File: config.mk
export PLATFORM = sky130hd
export DESIGN_NAME = if_fetch_unit
export DESIGN_NICKNAME = d
export VERILOG_FILES = /design/src/rtl/mips_pkg.sv /design/src/rtl/fetch_skid_buf.sv /design/src/rtl/if_fetch_unit.sv
export SDC_FILE = /design/constraint.sdc
export NUM_CORES = 1
export LEC_CHECK = 0
export CAP_MARGIN = 40
export CORE_AREA = 4 4 124 150
export CTS_CLUSTER_DIAMETER = 40
export CTS_CLUSTER_SIZE = 28
export DETAILED_ROUTE_END_ITERATION = 10
export DIE_AREA = 0 0 128 154
export PLACE_DENSITY = 0.94
export SETUP_SLACK_MARGIN = 0.3
export SLEW_MARGIN = 20
export SYNTH_ARGS = -nofsm -noshare
export SYNTH_HDL_FRONTEND = slang
export SYNTH_SLANG_ARGS = --single-unit
File: constraint.sdc
create_clock -name clk -period 7.2 [get_ports clk]
set_input_delay 1.8 -clock clk [delete_from_list [all_inputs] [get_ports clk]]
set_output_delay 1.8 -clock clk [all_outputs]
set_load 0.1 [all_outputs]
File: src/rtl/mips_pkg.sv
// Shared definitions for the MIPS front end.
//   NOP           : instruction word shown on inst when no entry is valid
//   fetch_state_e : fetch FSM states (IDLE / BUSY / DRAIN)
//   fetch_entry_t : one fetch queue entry {pc4, inst}
package mips_pkg;

  localparam int unsigned XLEN = 32;
  localparam logic [XLEN-1:0] NOP = 32'h0000_0000;

  // IDLE : no request outstanding
  // BUSY : live request outstanding, its data will be queued
  // DRAIN: stale request outstanding (redirected), its data will be dropped
  typedef enum logic [1:0] {
    IDLE  = 2'd0,
    BUSY  = 2'd1,
    DRAIN = 2'd2
  } fetch_state_e;

  typedef struct packed {
    logic [XLEN-1:0] pc4;
    logic [XLEN-1:0] inst;
  } fetch_entry_t;

endpackage

File: src/rtl/fetch_skid_buf.sv
// Two-entry fetch queue. Entry 0 is the head (drives IF/ID), entry 1 is the skid.
// Ports:
//   clk, rst    : clock, asynchronous active-low reset
//   clear       : drop all entries (wins over push/pop)
//   push        : write push_data behind whatever survives this edge's pop
//   push_data   : entry to write
//   pop         : remove the head; the skid entry moves up
//   head        : current head entry (meaningful when count != 0)
//   count       : occupancy, 0..2
module fetch_skid_buf
  import mips_pkg::*;
(
  input  logic         clk,
  input  logic         rst,
  input  logic         clear,
  input  logic         push,
  input  fetch_entry_t push_data,
  input  logic         pop,
  output fetch_entry_t head,
  output logic [1:0]   count
);

  fetch_entry_t e0, e1;
  logic         pop_eff;
  logic [1:0]   base;

  // A pop on an empty queue is ignored; base is the occupancy left after the pop,
  // which is also the slot index a push lands in.
  assign pop_eff = pop && (count != 2'd0);
  assign base    = count - {1'b0, pop_eff};
  assign head    = e0;

  always_ff @(posedge clk or negedge rst) begin
    if (!rst) begin
      count <= 2'd0;
      e0    <= '0;
      e1    <= '0;
    end else if (clear) begin
      count <= 2'd0;
    end else begin
      if (pop_eff && count == 2'd2) e0 <= e1;
      if (push) begin
        if (base == 2'd0) e0 <= push_data;
        else              e1 <= push_data;
      end
      count <= base + {1'b0, push};
    end
  end

endmodule

File: src/rtl/if_fetch_unit.sv
// Instruction-fetch stage, producer side of the IF/ID register.
// Ports:
//   clk, rst               : clock, asynchronous active-low reset
//   stall                  : IF/ID not capturing; head entry held
//   redirect, redirect_pc  : flush queue and refetch from redirect_pc
//   imem_req, imem_addr    : registered memory request / address
//   imem_ack, imem_rdata   : request completion and returned word
//   PC4, inst, valid       : head entry presented to IF/ID (zeros when invalid)
//   fsm_state              : current fetch FSM state, for observation
// Handshake: imem_req rises with imem_addr and both stay constant until an edge
// that samples imem_ack=1; that edge completes the transfer and drops imem_req.
// A request is never withdrawn early, so a redirected request is drained (DRAIN)
// and its data discarded.
module if_fetch_unit
  import mips_pkg::*;
#(
  parameter logic [31:0] RESET_PC = 32'h0000_0000,
  parameter int unsigned ADDR_W   = 32,
  parameter int unsigned DATA_W   = 32
) (
  input  logic              clk,
  input  logic              rst,
  input  logic              stall,
  input  logic              redirect,
  input  logic [ADDR_W-1:0] redirect_pc,
  output logic              imem_req,
  output logic [ADDR_W-1:0] imem_addr,
  input  logic              imem_ack,
  input  logic [DATA_W-1:0] imem_rdata,
  output logic [ADDR_W-1:0] PC4,
  output logic [DATA_W-1:0] inst,
  output logic              valid,
  output fetch_state_e      fsm_state
);

  fetch_state_e      state, state_d;
  logic [ADDR_W-1:0] pc, pc_d, addr_d;
  logic              req_d;

  fetch_entry_t q_head, q_push_data;
  logic [1:0]   q_count, occ_after;
  logic         q_push, q_pop, consume;

  fetch_skid_buf u_buf (
    .clk       (clk),
    .rst       (rst),
    .clear     (redirect),
    .push      (q_push),
    .push_data (q_push_data),
    .pop       (q_pop),
    .head      (q_head),
    .count     (q_count)
  );

  assign valid       = (q_count != 2'd0);
  assign consume     = valid && !stall;
  assign q_pop       = consume;
  // Occupancy once this edge's consume is taken into account; issuing only when
  // this is <= 1 guarantees the returning word always has a free slot.
  assign occ_after   = q_count - {1'b0, consume};
  assign q_push_data = '{pc4: imem_addr + ADDR_W'(4), inst: imem_rdata};

  assign PC4       = valid ? q_head.pc4  : '0;
  assign inst      = valid ? q_head.inst : NOP;
  assign fsm_state = state;

  always_comb begin
    state_d = state;
    pc_d    = pc;
    req_d   = imem_req;
    addr_d  = imem_addr;
    q_push  = 1'b0;
    unique case (state)
      IDLE: begin
        if (redirect) begin
          pc_d = redirect_pc;
        end else if (occ_after <= 2'd1) begin
          req_d   = 1'b1;
          addr_d  = pc;
          pc_d    = pc + ADDR_W'(4);
          state_d = BUSY;
        end
      end
      BUSY: begin
        if (imem_ack) begin
          req_d   = 1'b0;
          q_push  = !redirect;
          state_d = IDLE;
        end else if (redirect) begin
          state_d = DRAIN;
        end
        if (redirect) pc_d = redirect_pc;
      end
      DRAIN: begin
        if (redirect) pc_d = redirect_pc;
        if (imem_ack) begin
          req_d   = 1'b0;
          state_d = IDLE;
        end
      end
      default: begin
        state_d = IDLE;
        req_d   = 1'b0;
      end
    endcase
  end

  always_ff @(posedge clk or negedge rst) begin
    if (!rst) begin
      state     <= IDLE;
      pc        <= RESET_PC;
      imem_req  <= 1'b0;
      imem_addr <= '0;
    end else begin
      state     <= state_d;
      pc        <= pc_d;
      imem_req  <= req_d;
      imem_addr <= addr_d;
    end
  end

endmodule

==> metrics.txt, run 1 <==
vias in the first global route about 9000; relative slew slack 42.1%; initial core utilization between 50% and 60%; number of synthesized register bits about 200; Worst Setup End Kind output pin; hold violation total from the final report 0; fill count roughly 920; Final Critical Period ~4.3 ns; Reg2Reg Depth 9; max cap viols 0; Die Area between 15000 and 20000 um2; clk_skew ~0.012 ns; synth unique cells 51; RSZ-0062 raised after global routing no; CTS Hold Bufs 0; critical setup path kind reg2out; EDFF count, synth 0; Max Clk Rate 0.232 GHz; Detail Route Antenna Nets 0; synthesized instance count around 960; DRC 0; FF-to-FF setup slack 3.91 ns; Hold Path Sink imem_req; GR Overflow Total 0; # IOs about 170; reg-to-reg critical path endpoint u_buf.head[13]; Die Wd 128 um; Setup crit start kind register; CTS buffer count 17; Total Routing Usage GR 31.6%; Mapped Area roughly 9800 um2; via density per instance roughly 6.2; fin cells between 1000 and 1500; hold_sp imem_req; Min Hold Slack 0.495 ns; count of input and output buffers about 170; placed wire-length estimate 21.5 mm; CTS tree built; crit-path max FO 58; setup TNS 0 ns; area grow syn2layout 41.6%; core area about 17000 um2; CTS clk-pin slew, worst paths 0.06 ns; syn_area_per_cell around 10 um2; required time of the critical path ~5.4 ns; Slew Limit Fails 0; CTS H-tree depth 4; largest net degree at the start of global routing 86; CTS Sinks around 200; Resized cells post-CTS 0; DR vias 8974; routed wire length between 30 and 40 mm; nets ~1300; first-pass GRT wire length 48.9 mm; Clk Latency, worst-skew pair ~0.44 ns; Yosys warnings 0; # rows 53; Worst Hold Depth 1; Worst-Margin Slew 0.861 ns; final worst path period share between 50% and 60%; Top FF cell, synth dfrtp_1; fraction of registers with async set or reset after synthesis 100%; register area share after synthesis 50.4%; Hold Path Class reg2reg; Root Buffer clkbuf_16; Setup violations, final 0; DR pass1 iterations 5; Placed Cells 1401; status complete, no violations; Crit Reg-Reg Startpoint u_buf.count[1]; Max clock buf depth 2; RePlAce Congestion 0.863; Syn Nets 1042; Worst EP arrival around 2.5 ns; Iter 0 DRT Violations between 800 and 900; Post-CTS Setup Inserts 0; drt wl/cell ~21 um; layout cells sized above 1 roughly a fifth; Antenna Cells 0; initial antenna violation count 0; Die H 154 um
[worst max-delay path, cell delays in order (launching register included)]
cell             delay [ns]
dfrtp_1                0.47
or2_2                  0.42
buf_12                 0.21
and2_1                 0.21
clkdlybuf4s50_1        0.52
buf_8                  0.22
[layout make-up]
class                           count  area, um2  share of cell area, %
Clock buffer                       24        472                   3.41
Clock inverter                      8       98.8                  0.714
Inverter                            8       30.0                  0.217
Multi-Input combinational cell    698       4590                   33.2
Sequential cell                   197       4930                   35.6
Tap cell                          220        275                   1.99
Timing Repair Buffer              283       3450                   24.9
[Yosys cell counts (3+ instances only)]
cell	instances	area (um2)
xor2_1	24	210
a31oi_1	3	18.8
xnor2_1	7	61.3
o22ai_1	12	75.1
buf_2	13	65.1
dfrtp_1	197	4930
nor2_1	59	221
o32ai_1	5	43.8
a21oi_1	93	465
or2_2	3	18.8
mux2i_1	38	380
nand2_1	77	289
o21ai_0	55	275
nor2b_1	5	31.3
o22a_1	3	26.3
mux2_2	69	777
a2bb2oi_1	6	52.6
inv_1	7	26.3
nor4_1	6	37.5
ha_1	9	113
clkbuf_1	38	143
or4_1	5	37.5
nand4_1	21	131
o211ai_1	3	22.5
nand3_1	34	170
a211oi_1	23	173
nor3_1	9	45.0
buf_1	6	22.5
and3_1	12	75.1
and2_1	89	557
and4_1	3	26.3
or3_1	5	31.3
[per-layer routing]
layer / track usage [%] / part of all wire [%] / vias up
met5: 0 / 0 / -
met4: 17.8 / 5.7 / 0
met3: 6.05 / 6.6 / 133
met2: 54.4 / 52 / 523
met1: 36.5 / 36 / 4417
li1: - / - / 3901
[state kept, by name (all words and copies together) (netlist names)]
name,cells
u_buf.head,64
u_buf.e1,64
fsm_state,2
u_buf.count,2
pc,32
imem_addr,32
imem_req,1
[layout by cell type, fill, tap and decap left out, drive strengths merged, types with 5 or more instances in the layout]
master,netlist,layout
a211oi,23,23
a21oi,93,93
a2bb2oi,6,6
and2,90,90
and3,12,12
buf,23,114
clkbuf,38,26
clkdlybuf4s50,0,167
dfrtp,197,197
ha,9,9
inv,8,9
mux2,69,69
mux2i,38,38
nand2,77,77
nand3,35,35
nand4,21,21
nor2,59,59
nor2b,5,5
nor3,9,9
nor4,8,8
o21ai,55,55
o22ai,12,12
o32ai,5,5
or3,5,5
or4,5,5
xnor2,7,7
xor2,24,24
[worst max-delay path by stage]
stage               cells past startpoint           start             end  slack [ns]
floorplan                               4  u_buf.count[1]        inst[22]        3.00
global placement                        8           stall  u_buf.head[37]        2.67
detailed placement                      6        redirect          pc[26]        2.62
CTS                                     4  u_buf.count[1]        inst[10]        2.57
global route                            5  u_buf.count[1]         PC4[14]        2.81
finish                                  5  u_buf.count[1]        inst[10]        2.89
[metrics by stage]
| step | utilization, % | setup WS (ns) | area [um2] |
|---|---|---|---|
| global route | 80.3 | 2.81 | 13900 |
| floorplan | - | 3.00 | 9780 |
| finish | 80.3 | 2.89 | 13900 |
| detailed placement | 76.4 | 2.62 | 13200 |
| CTS | 79.7 | 2.57 | 13700 |
| global placement | 67.2 | 2.67 | 11600 |
[cells by family after synthesis]
group | after synthesis | share of synthesized area [%]
fa+ha+maj | 9 | 1.15
xor+xnor | 31 | 2.78
compound gates | 214 | 12.8
buf+inv | 69 | 3.04
simple gates | 337 | 18.0
mux | 107 | 11.8
flops | 197 | 50.4
Power of run 1 is not shown: default switching activity piles up to over one toggle a cycle in this logic, so the estimate is an artifact.
==> run 2: changes to the inputs <==
- CORE_AREA: 4 4 124 150 -> 4 4 128 155
- DIE_AREA: 0 0 128 154 -> 0 0 132 159
- PLACE_DENSITY: 0.94 -> 0.89
- clock period: 7.2 -> 4.5 ns (I/O delays scaled with it)
==> run 2 against run 1 <==
Compared with the run above: routed wire length down 17%; sequential cell count unchanged; via count down 9.3%; sequential share of layout area up 3.0 points; non-clock buffer count down 61; worst setup slack worse by 1.7 ns; utilization down 10 points; critical path type is now in2reg; largest cell class unchanged.
==> metrics.txt, run 2 (same netlist as run 1, synthesis figures left out) <==
Max clock buf depth 2 (unchanged); layout cells sized above 1 20.4% (was 18.7%); Post-CTS Setup Inserts 0 (unchanged); DR pass1 iterations 5 (unchanged); Detail Route Antenna Nets 0 (unchanged); Total Routing Usage GR 24.3% (was 31.6%); count of input and output buffers 168 (unchanged); CTS Hold Bufs 0 (unchanged); CTS clk-pin slew, worst paths 0.07 ns (was 0.06 ns); Setup violations, final 0 (unchanged); max cap viols 0 (unchanged); drt wl/cell 18.6 um (was 21.5 um); area grow syn2layout 30.5% (was 41.6%); largest net degree at the start of global routing 108 (was 86); crit path from redirect (was u_buf.count[1]); Iter 0 DRT Violations 666 (was 828); hold_sp imem_req (unchanged); # rows 54 (was 53); via density per instance 5.90 (was 6.24); GR Overflow Total 0 (unchanged); Slew Limit Fails 0 (unchanged); first-pass GRT wire length 42.2 mm (was 48.9 mm); critical setup path kind in2reg (was reg2out); hold violation total from the final report 0 (unchanged); Util after Layout 70.3% (was 80.3%); RSZ-0062 raised after global routing no (unchanged); Final Critical Period around 3.3 ns; CTS Sinks 197 (unchanged); commonest non-fill, non-tap cell in the layout dfrtp_1 (unchanged); Max Clk Rate about 0.31 GHz; vias in the first global route 8279 (was 9048); Hold Path Class reg2reg (unchanged); fill count 1240 (was 919); Die Wd 132 um (was 128 um); initial core utilization 53.8% (was 56.7%); Worst Setup End Kind register (was output pin); placed wire-length estimate 18.2 mm (was 21.5 mm); nets 1222 (was 1283); CTS buffer count 17 (unchanged); Resized cells post-CTS 0 (unchanged); Setup crit start kind primary input (was register); RePlAce Congestion 0.916 (was 0.863); FF-to-FF setup slack 1.44 ns (was 3.91 ns); core area 18200 um2 (was 17200 um2); status complete, no violations (unchanged); Root Buffer clkbuf_16 (unchanged); required time of the critical path 4.87 ns (was 5.40 ns); Antenna Cells 0 (unchanged); initial antenna violation count 0 (unchanged); Crit Reg-Reg Startpoint u_buf.count[1] (unchanged); Die Area 21000 um2 (was 19700 um2); DR vias 8143 (was 8974); relative slew slack 52.4% (was 42.1%); Worst-Margin Slew 0.708 ns (was 0.861 ns); setup TNS 0 ns (unchanged); CTS tree built (unchanged); final worst path period share 72.7%; clk_skew 0.0123 ns (was 0.0124 ns); # IOs 169 (unchanged); DRC 0 (unchanged); crit-path max FO 16 (was 58); Clk Latency, worst-skew pair 0.44 ns (about the same); most frequent cells in the layout 197 x dfrtp_1, 102 x clkdlybuf4s50_1, 93 x a21oi_1, 89 x and2_1 (was 197 x dfrtp_1, 167 x clkdlybuf4s50_1, 95 x buf_8, 93 x a21oi_1, 89 x and2_1); CTS H-tree depth 4 (unchanged); Worst EP arrival 3.64 ns (was 2.51 ns); routed wire length 25.7 mm (was 30.9 mm); Die H 159 um (was 154 um)
## run 2: metrics by stage
step / area (um2) / std cells / hold WS, ns / worst slack, ns
after floorplan: 9780 / 964 / 0.460 / 0.976
after global placement: 11500 / 1310 / 0.479 / 0.846
after detailed placement: 12200 / 1346 / 0.487 / 0.832
after CTS: 12700 / 1378 / 0.503 / 1.28
after global routing: 12800 / 1381 / 0.518 / 1.09
final: 12800 / 1381 / 0.496 / 1.23
## run 2: layer usage
layer	wire [um]	global-route usage [%]	up-vias	share of wire, %
li1	-	-	3792	-
met1	10400	31.7	3968	41
met2	13100	41.3	341	51
met3	1720	4.90	42	6.7
met4	389	6.97	0	1.5
met5	0	0	-	0
## run 2: critical path, stage by stage
cell and delay, ns:
clkdlybuf4s50_1 0.86, inv_2 0.24, a221o_1 0.53, or3_1 0.39
or4_1 0.40, nand3_1 0.09
## run 2: worst paths after layout
path,endpoint,cells after the start
hold / removal,imem_req,1
setup reg to reg,u_buf.head[8],7
hold reg to reg,imem_req,1
min in group asynchronous,u_buf.head[21],1
setup / recovery,pc[26],6
max in group asynchronous,imem_addr[27],3
## run 2: cell type report
cell class | instances | area [um2] | area share (%)
timing repair buffer | 222 | 2370 | 18.5
clock inverter | 12 | 113 | 0.882
sequential | 197 | 4930 | 38.6
clock buffer | 20 | 457 | 3.58
multi-input combinational | 698 | 4590 | 36.0
tap | 224 | 280 | 2.19
inverter | 8 | 30.0 | 0.235
Power of run 2 is left out for the same reason.
==> run 3: changes to the inputs <==
- clock period: 4.5 -> 3.37 ns (I/O delays scaled with it)
==> run 3 against run 2 <==
Compared with the run above: worst hold slack lost 0.074 ns; routed wire length decreased by 4.3%; first-iteration DRC count increased by 5.0%; utilization grew 0.83 points.
==> metrics.txt, run 3 (same netlist as run 1, synthesis figures left out) <==
relative slew slack 51.0% (was 52.4%); CTS H-tree depth 4 (unchanged); CTS buffer count 17 (unchanged); Sequential Area 4930 um2 (unchanged); status complete, no violations (unchanged); Max clock buf depth 2 (unchanged); # IOs 169 (unchanged); critical setup path kind reg2out (was in2reg); initial core utilization 53.8% (unchanged); Worst Setup End Kind output pin (was register); Setup violations, final 0 (unchanged); Die Wd 132 um (unchanged); Final Critical Period about 2.9 ns; Antenna Cells 0 (unchanged); max cap viols 0 (unchanged); crit path cell chain or2_2 > buf_6 > and2_1 > buf_12 (was clkdlybuf4s50_1 > inv_2 > a221o_1 > or3_1 > or4_1 > nand3_1); CP top delay family simple AND/OR/NAND/NOR gates (was buffers and inverters); Detail Route Antenna Nets 0 (unchanged); vias in the first global route 7712 (was 8279); worst path bufs/invs 2 (unchanged); core area 18200 um2 (unchanged); crit-path max FO 50 (was 16); count of input and output buffers 168 (unchanged); layout cells sized above 1 21.4% (was 20.4%); fin cells 1351 (was 1381); max incr delay on CP 0.48 ns (was 0.86 ns); first-pass GRT wire length 39.9 mm (was 42.2 mm); GR Overflow Total 0 (unchanged); hold violation total from the final report 0 (unchanged); DRC 0 (unchanged); final worst path period share approximately 86%; CTS clk-pin slew, worst paths 0.07 ns (about the same); Placed Cells 1318 (was 1346); setup TNS 0 ns (unchanged); Worst EP arrival 2.05 ns (was 3.64 ns); clk_skew 0.00810 ns (was 0.0123 ns); Worst path slowest cell dfrtp_1 (was clkdlybuf4s50_1); RSZ-0062 raised after global routing no (unchanged); CTS tree built (unchanged); Setup crit start kind register (was primary input); largest net degree at the start of global routing 87 (was 108); fill count 1210 (was 1240); Total Routing Usage GR 23.3% (was 24.3%); CTS Sinks 197 (unchanged); most frequent cells in the layout 197 x dfrtp_1, 93 x a21oi_1, 89 x and2_1, 77 x nand2_1, 71 x buf_12 (was 197 x dfrtp_1, 102 x clkdlybuf4s50_1, 93 x a21oi_1, 89 x and2_1); via density per instance 5.95 (was 5.90); Post-CTS Setup Inserts 0 (unchanged); RePlAce Congestion 0.922 (was 0.916); Hold Path Class in2async (was reg2reg); DR pass1 iterations 5 (unchanged); Root Buffer clkbuf_16 (unchanged); routed wire length 24.5 mm (was 25.7 mm); Clk Latency, worst-skew pair 0.44 ns (about the same); Worst-Margin Slew 0.730 ns (was 0.708 ns); # rows 54 (unchanged); commonest non-fill, non-tap cell in the layout dfrtp_1 (unchanged); initial antenna violation count 0 (unchanged); area grow syn2layout 32.1% (was 30.5%); nets 1192 (was 1222); drt wl/cell 18.2 um (was 18.6 um); area of the multi-input gates 4590 um2 (unchanged); required time of the critical path 2.53 ns (was 4.87 ns); Min Hold Slack 0.422 ns (was 0.496 ns); Max Clk Rate about 0.35 GHz; Iter 0 DRT Violations 699 (was 666); Die H 159 um (unchanged); Slew Limit Fails 0 (unchanged); Die Area 21000 um2 (unchanged); CTS Hold Bufs 0 (unchanged); placed wire-length estimate 17.5 mm (was 18.2 mm); Resized cells post-CTS 0 (unchanged); DR vias 8034 (was 8143)
==> run 3: changes by cell type in the layout (fill, tap and decap cells not counted), sizes merged <==
| cell | previous run | this run |
|---|---|---|
| clkdlybuf4s50 | 102 | 67 |
| buf | 117 | 123 |
| clkbuf | 23 | 20 |
| clkinvlp | 2 | 5 |
| inv | 14 | 11 |
| bufinv | 0 | 2 |
==> run 3: path summary, 6_finish.rpt <==
| kind | from | endpoint | slack [ns] | cells past startpoint |
|---|---|---|---|---|
| worst max-delay path | u_buf.count[1] | PC4[1] | 0.48 | 4 |
| worst min-delay path | rst | u_buf.head[20] | 0.42 | 1 |
| worst max register to register | u_buf.count[1] | pc[26] | 0.53 | 8 |
| worst min register to register | u_buf.e1[32] | u_buf.e1[32] | 0.51 | 1 |
| max in group asynchronous | rst | u_buf.e1[56] | 2.12 | 2 |
| min in group clk | u_buf.e1[32] | u_buf.e1[32] | 0.51 | 1 |
==> run 3: cell type report <==
type / instances / share of cell area (%)
well taps: 224 / 2.17
repair buffers: 192 / 19.4
inverters: 8 / 0.232
multi-input cells: 698 / 35.5
clock inverters: 14 / 1.19
flip-flops and latches: 197 / 38.2
clock buffers: 18 / 3.32
==> run 3: layer usage <==
metal | vias up | part of all wire (%) | global-route usage (%)
met1 | 3882 | 42 | 30.7
met5 | - | 0 | 0
met2 | 354 | 49 | 38.7
met3 | 69 | 6.4 | 4.20
li1 | 3729 | - | -
met4 | 0 | 2.9 | 8.36
==> run 3: stage by stage <==
step	utilization [%]	setup slack, ns	cell area [um2]
after detailed placement	67.8	0.241	12300
after global placement	67.8	0.286	12300
after CTS	71.0	0.352	12900
after global routing	71.1	0.347	12900
after floorplan	-	0.458	9780
final	71.1	0.482	12900
==> run 3: worst reg2reg max path, delay by kind of cell, from the launching register on <==
family	cells	cell delay, ns
compound gates	1	0.40
flops	1	0.46
xor+xnor	1	0.22
fa+ha+maj	1	0.18
simple gates	5	1.51
Power of run 3 is left out for the same reason.
